[config.mk]
export PLATFORM = sky130hd
export DESIGN_NAME = button_bounce_gen
export DESIGN_NICKNAME = d
export VERILOG_FILES = /design/src/rtl/button_bounce_pkg.sv /design/src/rtl/lfsr16.sv /design/src/rtl/button_bounce_gen.sv
export SDC_FILE = /design/constraint.sdc
export NUM_CORES = 1
export LEC_CHECK = 0
export BUFFER_PORTS_ARGS = -buffer_cell sky130_fd_sc_hd__buf_2
export CELL_PAD_IN_SITES_DETAIL_PLACEMENT = 1
export CELL_PAD_IN_SITES_GLOBAL_PLACEMENT = 1
export CORE_MARGIN = 2
export CORE_UTILIZATION = 48
export CTS_CLUSTER_DIAMETER = 120
export DETAILED_ROUTE_END_ITERATION = 8
export PLACE_DENSITY_LB_ADDON = 0.1
export REMOVE_ABC_BUFFERS = 1
export SETUP_SLACK_MARGIN = 0.3
export SYNTH_ARGS = -nofsm -noshare
export SYNTH_HDL_FRONTEND = slang
export SYNTH_HIERARCHICAL = 1
export SYNTH_SLANG_ARGS = --single-unit
[constraint.sdc]
create_clock -name clk -period 2.4 [get_ports clk]
set_input_delay 0.48 -clock clk [delete_from_list [all_inputs] [get_ports clk]]
set_output_delay 0.48 -clock clk [all_outputs]
set_load 0.1 [all_outputs]
[src/rtl/button_bounce_pkg.sv]
// Shared types and constants for the bouncing-pushbutton emulator.
package button_bounce_pkg;

  typedef enum logic {
    IDLE   = 1'b0,
    BOUNCE = 1'b1
  } state_e;

  // Galois taps for x^16 + x^14 + x^13 + x^11 + 1
  localparam logic [15:0] LFSR_POLY     = 16'hB400;
  // An all-zero Galois LFSR never leaves zero, so a zero seed is swapped for this
  localparam logic [15:0] LFSR_ZERO_SUB = 16'h0001;

  function automatic logic [15:0] lfsr_step(input logic [15:0] s);
    return s[0] ? ((s >> 1) ^ LFSR_POLY) : (s >> 1);
  endfunction

  function automatic logic [15:0] seed_fix(input logic [15:0] s);
    return (s == 16'h0000) ? LFSR_ZERO_SUB : s;
  endfunction

endpackage

[src/rtl/lfsr16.sv]
// Free-running 16-bit Galois LFSR; advances every clock, never stalls.
module lfsr16
  import button_bounce_pkg::*;
#(
  parameter logic [15:0] SEED = 16'hACE1
) (
  input  logic        clk,
  input  logic        n_rst,
  output logic [15:0] state_o
);

  localparam logic [15:0] SEED_EFF = seed_fix(SEED);

  logic [15:0] state_q;

  // State register: reload the (zero-safe) seed on reset, otherwise step
  always_ff @(posedge clk or negedge n_rst) begin
    if (!n_rst) state_q <= SEED_EFF;
    else        state_q <= lfsr_step(state_q);
  end

  assign state_o = state_q;

endmodule

[src/rtl/button_bounce_gen.sv]
// Bouncing-pushbutton emulator: turns a clean commanded level into a pin
// waveform with pseudo-random contact bounce, then forces a clean settle.
// Optional macro BUTTON_BOUNCE_TOGGLE_COUNT_EN adds toggle_cnt, the number of
// raw toggles seen in the current/last bounce window (saturating at 255).
module button_bounce_gen
  import button_bounce_pkg::*;
#(
  parameter int unsigned BOUNCE_CYCLES = 1000,
  parameter int unsigned GAP_W         = 4,
  parameter logic [15:0] LFSR_SEED     = 16'hACE1
) (
  input  logic       clk,
  input  logic       n_rst,
  input  logic       active_low,
  input  logic       cmd_level,
  output logic       bounce_out,
  output logic       busy,
  output logic       settled_level
`ifdef BUTTON_BOUNCE_TOGGLE_COUNT_EN
  , output logic [7:0] toggle_cnt
`endif
);

  localparam int unsigned TW = $clog2(BOUNCE_CYCLES);
  localparam logic [TW-1:0] TOT_INIT = TW'(BOUNCE_CYCLES - 1);

  state_e             state_q, state_d;
  logic               target_q, target_d;
  logic               raw_q, raw_d;
  logic               settled_q, settled_d;
  logic [TW-1:0]      tot_q, tot_d;
  logic [GAP_W-1:0]   gap_q, gap_d;
  logic               tgl_ev, clr_ev;
  logic [15:0]        lfsr;

  lfsr16 #(.SEED(LFSR_SEED)) u_lfsr (
    .clk     (clk),
    .n_rst   (n_rst),
    .state_o (lfsr)
  );

  // Only the low GAP_W bits feed the gap counter
  logic unused_lfsr;
  assign unused_lfsr = ^lfsr;

  // Next-state: first contact on a commanded edge, random toggles while
  // bouncing, restart on a new command, forced settle when the window ends
  always_comb begin
    state_d   = state_q;
    target_d  = target_q;
    raw_d     = raw_q;
    settled_d = settled_q;
    tot_d     = tot_q;
    gap_d     = gap_q;
    tgl_ev    = 1'b0;
    clr_ev    = 1'b0;
    case (state_q)
      IDLE: begin
        if (cmd_level != target_q) begin
          target_d = cmd_level;
          state_d  = BOUNCE;
          raw_d    = ~raw_q;
          tot_d    = TOT_INIT;
          gap_d    = lfsr[GAP_W-1:0];
          tgl_ev   = 1'b1;
          clr_ev   = 1'b1;
        end
      end
      BOUNCE: begin
        tot_d = tot_q - 1'b1;
        if (gap_q == '0) begin
          raw_d  = ~raw_q;
          gap_d  = lfsr[GAP_W-1:0];
          tgl_ev = 1'b1;
        end else begin
          gap_d = gap_q - 1'b1;
        end
        // A new command restarts the window even if it was about to expire
        if (cmd_level != target_q) begin
          target_d = cmd_level;
          tot_d    = TOT_INIT;
          clr_ev   = 1'b1;
        end else if (tot_q == '0) begin
          raw_d     = target_q;
          settled_d = target_q;
          state_d   = IDLE;
          tot_d     = '0;
          tgl_ev    = 1'b0;
        end
      end
      default: state_d = IDLE;
    endcase
  end

  // State registers; reset shows a released button at either polarity
  always_ff @(posedge clk or negedge n_rst) begin
    if (!n_rst) begin
      state_q   <= IDLE;
      target_q  <= 1'b0;
      raw_q     <= 1'b0;
      settled_q <= 1'b0;
      tot_q     <= '0;
      gap_q     <= '0;
    end else begin
      state_q   <= state_d;
      target_q  <= target_d;
      raw_q     <= raw_d;
      settled_q <= settled_d;
      tot_q     <= tot_d;
      gap_q     <= gap_d;
    end
  end

  assign bounce_out    = raw_q ^ active_low;
  assign busy          = (state_q == BOUNCE);
  assign settled_level = settled_q;

`ifdef BUTTON_BOUNCE_TOGGLE_COUNT_EN
  logic [7:0] cnt_q, cnt_d;

  // Toggle counter: restarts on window entry/restart, saturates at 255
  always_comb begin
    cnt_d = cnt_q;
    if (clr_ev)                          cnt_d = {7'd0, tgl_ev};
    else if (tgl_ev && cnt_q != 8'hFF)   cnt_d = cnt_q + 8'd1;
  end

  // Toggle counter register
  always_ff @(posedge clk or negedge n_rst) begin
    if (!n_rst) cnt_q <= 8'd0;
    else        cnt_q <= cnt_d;
  end

  assign toggle_cnt = cnt_q;
`else
  logic unused_ev;
  assign unused_ev = tgl_ev ^ clr_ev;
`endif

endmodule

Word level (Yosys, flattened, before mapping)
Cells that the tools add are included.

storage, ports and cells
  register bits after elaboration = 34
  bits of input ports = 4

operators by class
  equality and inequality tests = 2
  add/sub/neg operators = 2
  mux-type cells = 18
  reduce and logical (&&, ||, !) cells = 3
  bitwise gates (word level) = 5

operators by type and width
  cell                                                                   number
  10-bit 2-to-1 mux                                                      3
  10-bit case mux with 2 select lines                                    1
  16-bit 2-to-1 mux                                                      1
  10-bit logical NOT                                                     1
  10-bit by 1-bit subtractor with 10-bit output (second input constant)  1
  1-bit 2-to-1 mux                                                       8
  4-bit 2-to-1 mux                                                       2
  4-bit case mux with 2 select lines                                     1
  4-bit logical NOT                                                      1
  3-bit NOT with 4-bit output                                            1
  1-bit case mux with 2 select lines                                     2
  4-bit by 1-bit subtractor with 4-bit output (second input constant)    1
  1-bit NOT                                                              3
  3-bit AND reduction                                                    1
  2-bit inequality test (second input constant)                          1
  1-bit inequality test                                                  1
  1-bit bitwise XOR                                                      1

Depth between registers and ports, before layout
  depth after elaboration = 5
  depth in mapped cells = 6
  depth with buffers taken out = 6

Hierarchy
Netlist, hierarchy kept.

modules (own cells, without submodules)
  module             cells an instance  area an instance (µm²)  times used  sequential area each (µm²)
  button_bounce_gen  106                1043.5                  1           450.4
  lfsr16             19                 436.7                   1           410.4

Worst setup path before layout
OpenSTA, ideal clock, no wires.

  path type = input -> output
  from = in active_low
  to = out bounce_out
  stages = 1
  path buffers = 0
  setup slack = 0.010 ns
  required time = 1.920 ns
  arrival = 1.910 ns
  cells stage by stage = xor2_1

between the ends
  word-level cells in the longest chain between the ends = 1

ends and longest elaborated chain
  element            line                      text
  from (decl)        button_bounce_gen.sv:14   input logic active_low,
  1-bit bitwise XOR  button_bounce_gen.sv:114  assign bounce_out = raw_q ^ active_low;
  to (decl)          button_bounce_gen.sv:16   output logic bounce_out,

No other way between the ends.

Final worst setup path
  from = reg gap_q[0]
  to = reg raw_q

between the ends
  word-level cells in the longest chain between the ends = 5

ends and longest elaborated chain
  element                               line                      text
  from (decl)                           button_bounce_gen.sv:32   logic [GAP_W-1:0] gap_q, gap_d;
  from (signal assigned)                button_bounce_gen.sv:110  gap_q <= gap_d;
  4-bit logical NOT *                   button_bounce_gen.sv:71   if (gap_q == '0) begin
  1-bit 2-to-1 mux *                    button_bounce_gen.sv:71
  1-bit 2-to-1 mux                      button_bounce_gen.sv:83   end else if (tot_q == '0) begin
  1-bit 2-to-1 mux *                    button_bounce_gen.sv:79   if (cmd_level != target_q) begin
  1-bit case mux with 2 select lines *  button_bounce_gen.sv:57   case (state_q)
  to (signal assigned)                  button_bounce_gen.sv:107  raw_q <= raw_d;
  to (decl)                             button_bounce_gen.sv:29   logic raw_q, raw_d;

Every way passes the cells marked *; elsewhere a longest branch is shown, timed or not.
A chain may end at the register's enable or synchronous reset.

==> impl_summary.txt <==
----------------------------------------------------
[Outcome]
  Result of the run ... complete, no violations

[Global route]
  Global-route wire length before repair ... 4.63 mm
  Global-route usage over all layers ... 18.2%
  Residual overflow from global routing ... 0
  Via count of the first global-routing pass ... 989
  Maximum number of pins on one net before global-route repair ... 35
  Initial antenna violation count ... 0

[Timing]
  Headroom to the max-slew limit ... 51.5%
  Achievable frequency ... 532 MHz
  Number of pins with negative max-slew slack in the final report ... 0
  Setup repair after global routing missed its margin ... no
  Final Hold Fails ... 0
  Share of the clock period used by the worst path ... 78.3%
  Total setup violations reported at the end of the flow ... 0
  Tightest Pin Transition ... 0.727 ns
  Max Clock Skew ... 0.00870 ns
  Post-Route Setup TNS ... 0 ns
  Post-layout minimum cycle time ... 1.88 ns

[Route]
  Routed Wire Length ... 2.81 mm
  Residual DRC ... 0
  Per-cell via count in the routed design ... 5.93
  Total number of vias ... 1003
  Initial DRC Count ... 25
  Average wire per cell in the routed design ... 16.6 µm
  Detailed-router iteration count before antenna repair ... 4
  Number of nets with antenna violations after detailed routing ... 0

[Power]
  Clock network power share ... 23.0%
  Power per standard cell area ... 851 nW/µm²
  Flop pwr share ... 50.9%
  Switching part of the total power ... 35.2%
  Reported net switching power ... 0.477 mW
  IR Drop Worst-Case VDD ... 500 µV
  Internal power contribution ... 0.877 mW
  Combinational Power Share ... 26.2%
  Static Leakage ... 0.693 nW

[Synthesis]
  Adder-cell share of the synthesized area ... 1.69%
  Cell with the most instances after synthesis ... dfrtp_1
  Combinational family with the most area after synthesis ... simple AND/OR/NAND/NOR gates
  Post-synthesis cell type with the largest combined area ... dfrtp_1
  Top FF cell, synth ... dfrtp_1
  Mux share of post-synthesis cell area ... 1.35%
  Most frequent cells after synthesis ... dfrtp_1 (26), o21ai_0 (11), a21oi_1 (9)
  Fraction of the yosys area taken by sequential cells ... 58.2%
  Leading cell types by total area after synthesis ... dfrtp_1 (44%), dfstp_2 (14%), xor2_1 (4.1%)
  Fraction of synthesis flops using an asynchronous set or reset pin ... 100%
  Per-instance average area after synthesis ... 11.8 µm²
  Synth warn ... 6
  Combined area of all synthesized cells ... 1480 µm²
  XOR/XNOR share of the synthesized area ... 4.73%
  Count of state elements after synthesis ... 34
  Synthesized instance count ... 125
  Simple-gate share of the synthesized area ... 16.1%
  EDFF count, synth ... 0
  Share of the synthesized area in compound gates (AO/OA/AOI/OAI) ... 14.3%
  Post-synth top area share ... 44.0%
  Number of unique standard cell types used by synthesis ... 40

[Critical path]
  Cell count along the critical path ... 6
  Timing startpoint of the critical path ... gap_q[0]
  Arrival time at the worst endpoint ... 2.10 ns
  Highest fanout seen on the critical path ... 5
  Sort of element at the start of the critical path ... flop
  Crit-path leading delay family ... simple AND/OR/NAND/NOR gates
  Critical path start-end classification ... reg -> reg
  Ordered list of cells on the worst path ... inv_1 > ha_1 > nor3b_1 > or3_1 > a21oi_1 > nor4_1
  Destination of the critical timing path ... raw_q
  Biggest cell delay along the critical path ... 0.49 ns
  Register-to-register setup slack ... 0.52 ns
  Required time reported for the critical path endpoint ... 2.63 ns
  End of the worst register-to-register path ... raw_q
  Reg2reg start ... gap_q[0]
  CP max stage cell ... nor3b_1
  Count of cells along the worst register-to-register path ... 6
  Worst Setup End Kind ... flop
  Worst path bufs/invs ... 1

[Clock network]
  CTS H-Tree Depth ... 2
  CTS tree ... yes
  CTS Buf Count ... 5
  Number of setup buffers added after CTS ... 0
  Clock Latency Late Sink ... 0.34 ns
  Total clock sinks ... 34
  Clock Tree Root ... clkbuf_4
  Number of gates resized after CTS ... 0
  Maximum clock insertion buffer count ... 2
  Number of buffers inserted for hold repair after clock tree synthesis ... 0
  Clock-pin slew on the worst setup and hold paths ... 0.11 ns

[Floorplanning]
  Rows ... 20
  Chip Width ... 59.5 µm
  Overall die height ... 59.5 µm
  Effective utilization at floorplan ... 49.3%
  Top-Level Pins ... 7
  Core region area ... 3000 µm²
  Die Outline Area ... 3540 µm²

[Finish]
  Share of layout cells above drive strength 1 ... 22.1%
  Count of inserted antenna diode cells ... 0
  Share of the core filled with cells in the final layout ... 53.0%
  Post-layout net count ... 141
  Layout Area Growth over Synthesis ... 7.44%

[Place]
  Final weighted congestion in routability-driven placement ... 0.818
  Detailed Place HPWL ... 1.94 mm
  Port-buffer cells ... 6

[Min path]
  Worst hold path class ... in -> async

[Job]
  Max-Cap Viols ... 0

----------------------------------------------------
-- logic make-up (layout without fill, tap and decap cells) --
| group | Yosys count | in the layout |
|---|---|---|
| buffers and inverters | 10 | 21 |
| xor gates and xnor gates | 8 | 8 |
| muxes | 2 | 2 |
| DFF | 34 | 34 |
| and+or+nand+nor | 35 | 35 |
| adders and majority gates | 2 | 2 |
| AOI/OAI and AO/OA | 34 | 34 |
-- sequential cells by signal, summed over array words and instances (netlist names) --
register,cells
raw_q,1
busy,1
target_q,1
gap_q,4
u_lfsr/state_o,16
settled_level,1
tot_q,10
-- layout by cell type, fill, tap and decap left out, types with 3 or more instances in the layout --
| cell | synthesis | layout |
|---|---|---|
| or3_1 | 5 | 5 |
| dfstp_2 | 8 | 8 |
| nand2_1 | 6 | 6 |
| nor2_1 | 3 | 3 |
| nand3_1 | 3 | 3 |
| inv_1 | 4 | 4 |
| o21ai_0 | 11 | 11 |
| clkbuf_4 | 0 | 5 |
| or4_1 | 3 | 3 |
| dfrtp_1 | 26 | 26 |
| buf_2 | 1 | 6 |
| a21oi_1 | 9 | 9 |
| xor2_1 | 7 | 7 |
-- worst min-delay path by stage --
stage,startpoint,endpoint,slack [ns],depth (start not counted)
2_1_floorplan,n_rst,busy,0.18,0
3_3_place_gp,u_lfsr/state_o[12],u_lfsr/state_o[11],0.34,0
3_5_place_dp,u_lfsr/state_o[8],u_lfsr/state_o[7],0.34,0
4_1_cts,n_rst,gap_q[1],0.20,1
5_1_grt,n_rst,target_q,0.22,1
6_report,n_rst,target_q,0.18,1
-- per-layer routing --
layer	vias up	global-route usage [%]	wire [µm]
li1	478	-	-
met1	503	24.0	1350
met2	15	27.6	1330
met3	7	4.59	83
met4	0	9.52	52
met5	-	0	0
-- power by group through the flow --
| stage | registers (mW) | clock network, mW | logic, mW |
|---|---|---|---|
| after floorplan | 0.682 | 0 | 0.285 |
| after global placement | 0.695 | 0 | 0.341 |
| after detailed placement | 0.698 | 0 | 0.360 |
| after CTS | 0.688 | 0.328 | 0.361 |
| after global routing | 0.698 | 0.354 | 0.398 |
| final | 0.688 | 0.311 | 0.354 |
-- layout make-up --
cell class / count / area (µm²)
clock buffer: 5 / 37.5
clock inverter: 3 / 21.3
fill: 333 / 1410
inverter: 5 / 18.8
multi-input combinational: 81 / 566
sequential: 34 / 861
tap: 33 / 41.3
timing repair buffer: 8 / 45.0
-- through the flow --
step	instance area [µm²]	total power [mW]	cells	hold WS [ns]	setup WS, ns
after global routing	1590	1.45	169	0.216	0.330
final	1590	1.35	169	0.183	0.521
after CTS	1590	1.38	169	0.201	0.504
after detailed placement	1530	1.06	161	0.338	0.537
after floorplan	1450	0.967	120	0.184	-0.0279
after global placement	1530	1.04	161	0.340	0.626
Note: power is estimated with default switching activity, not from simulation.
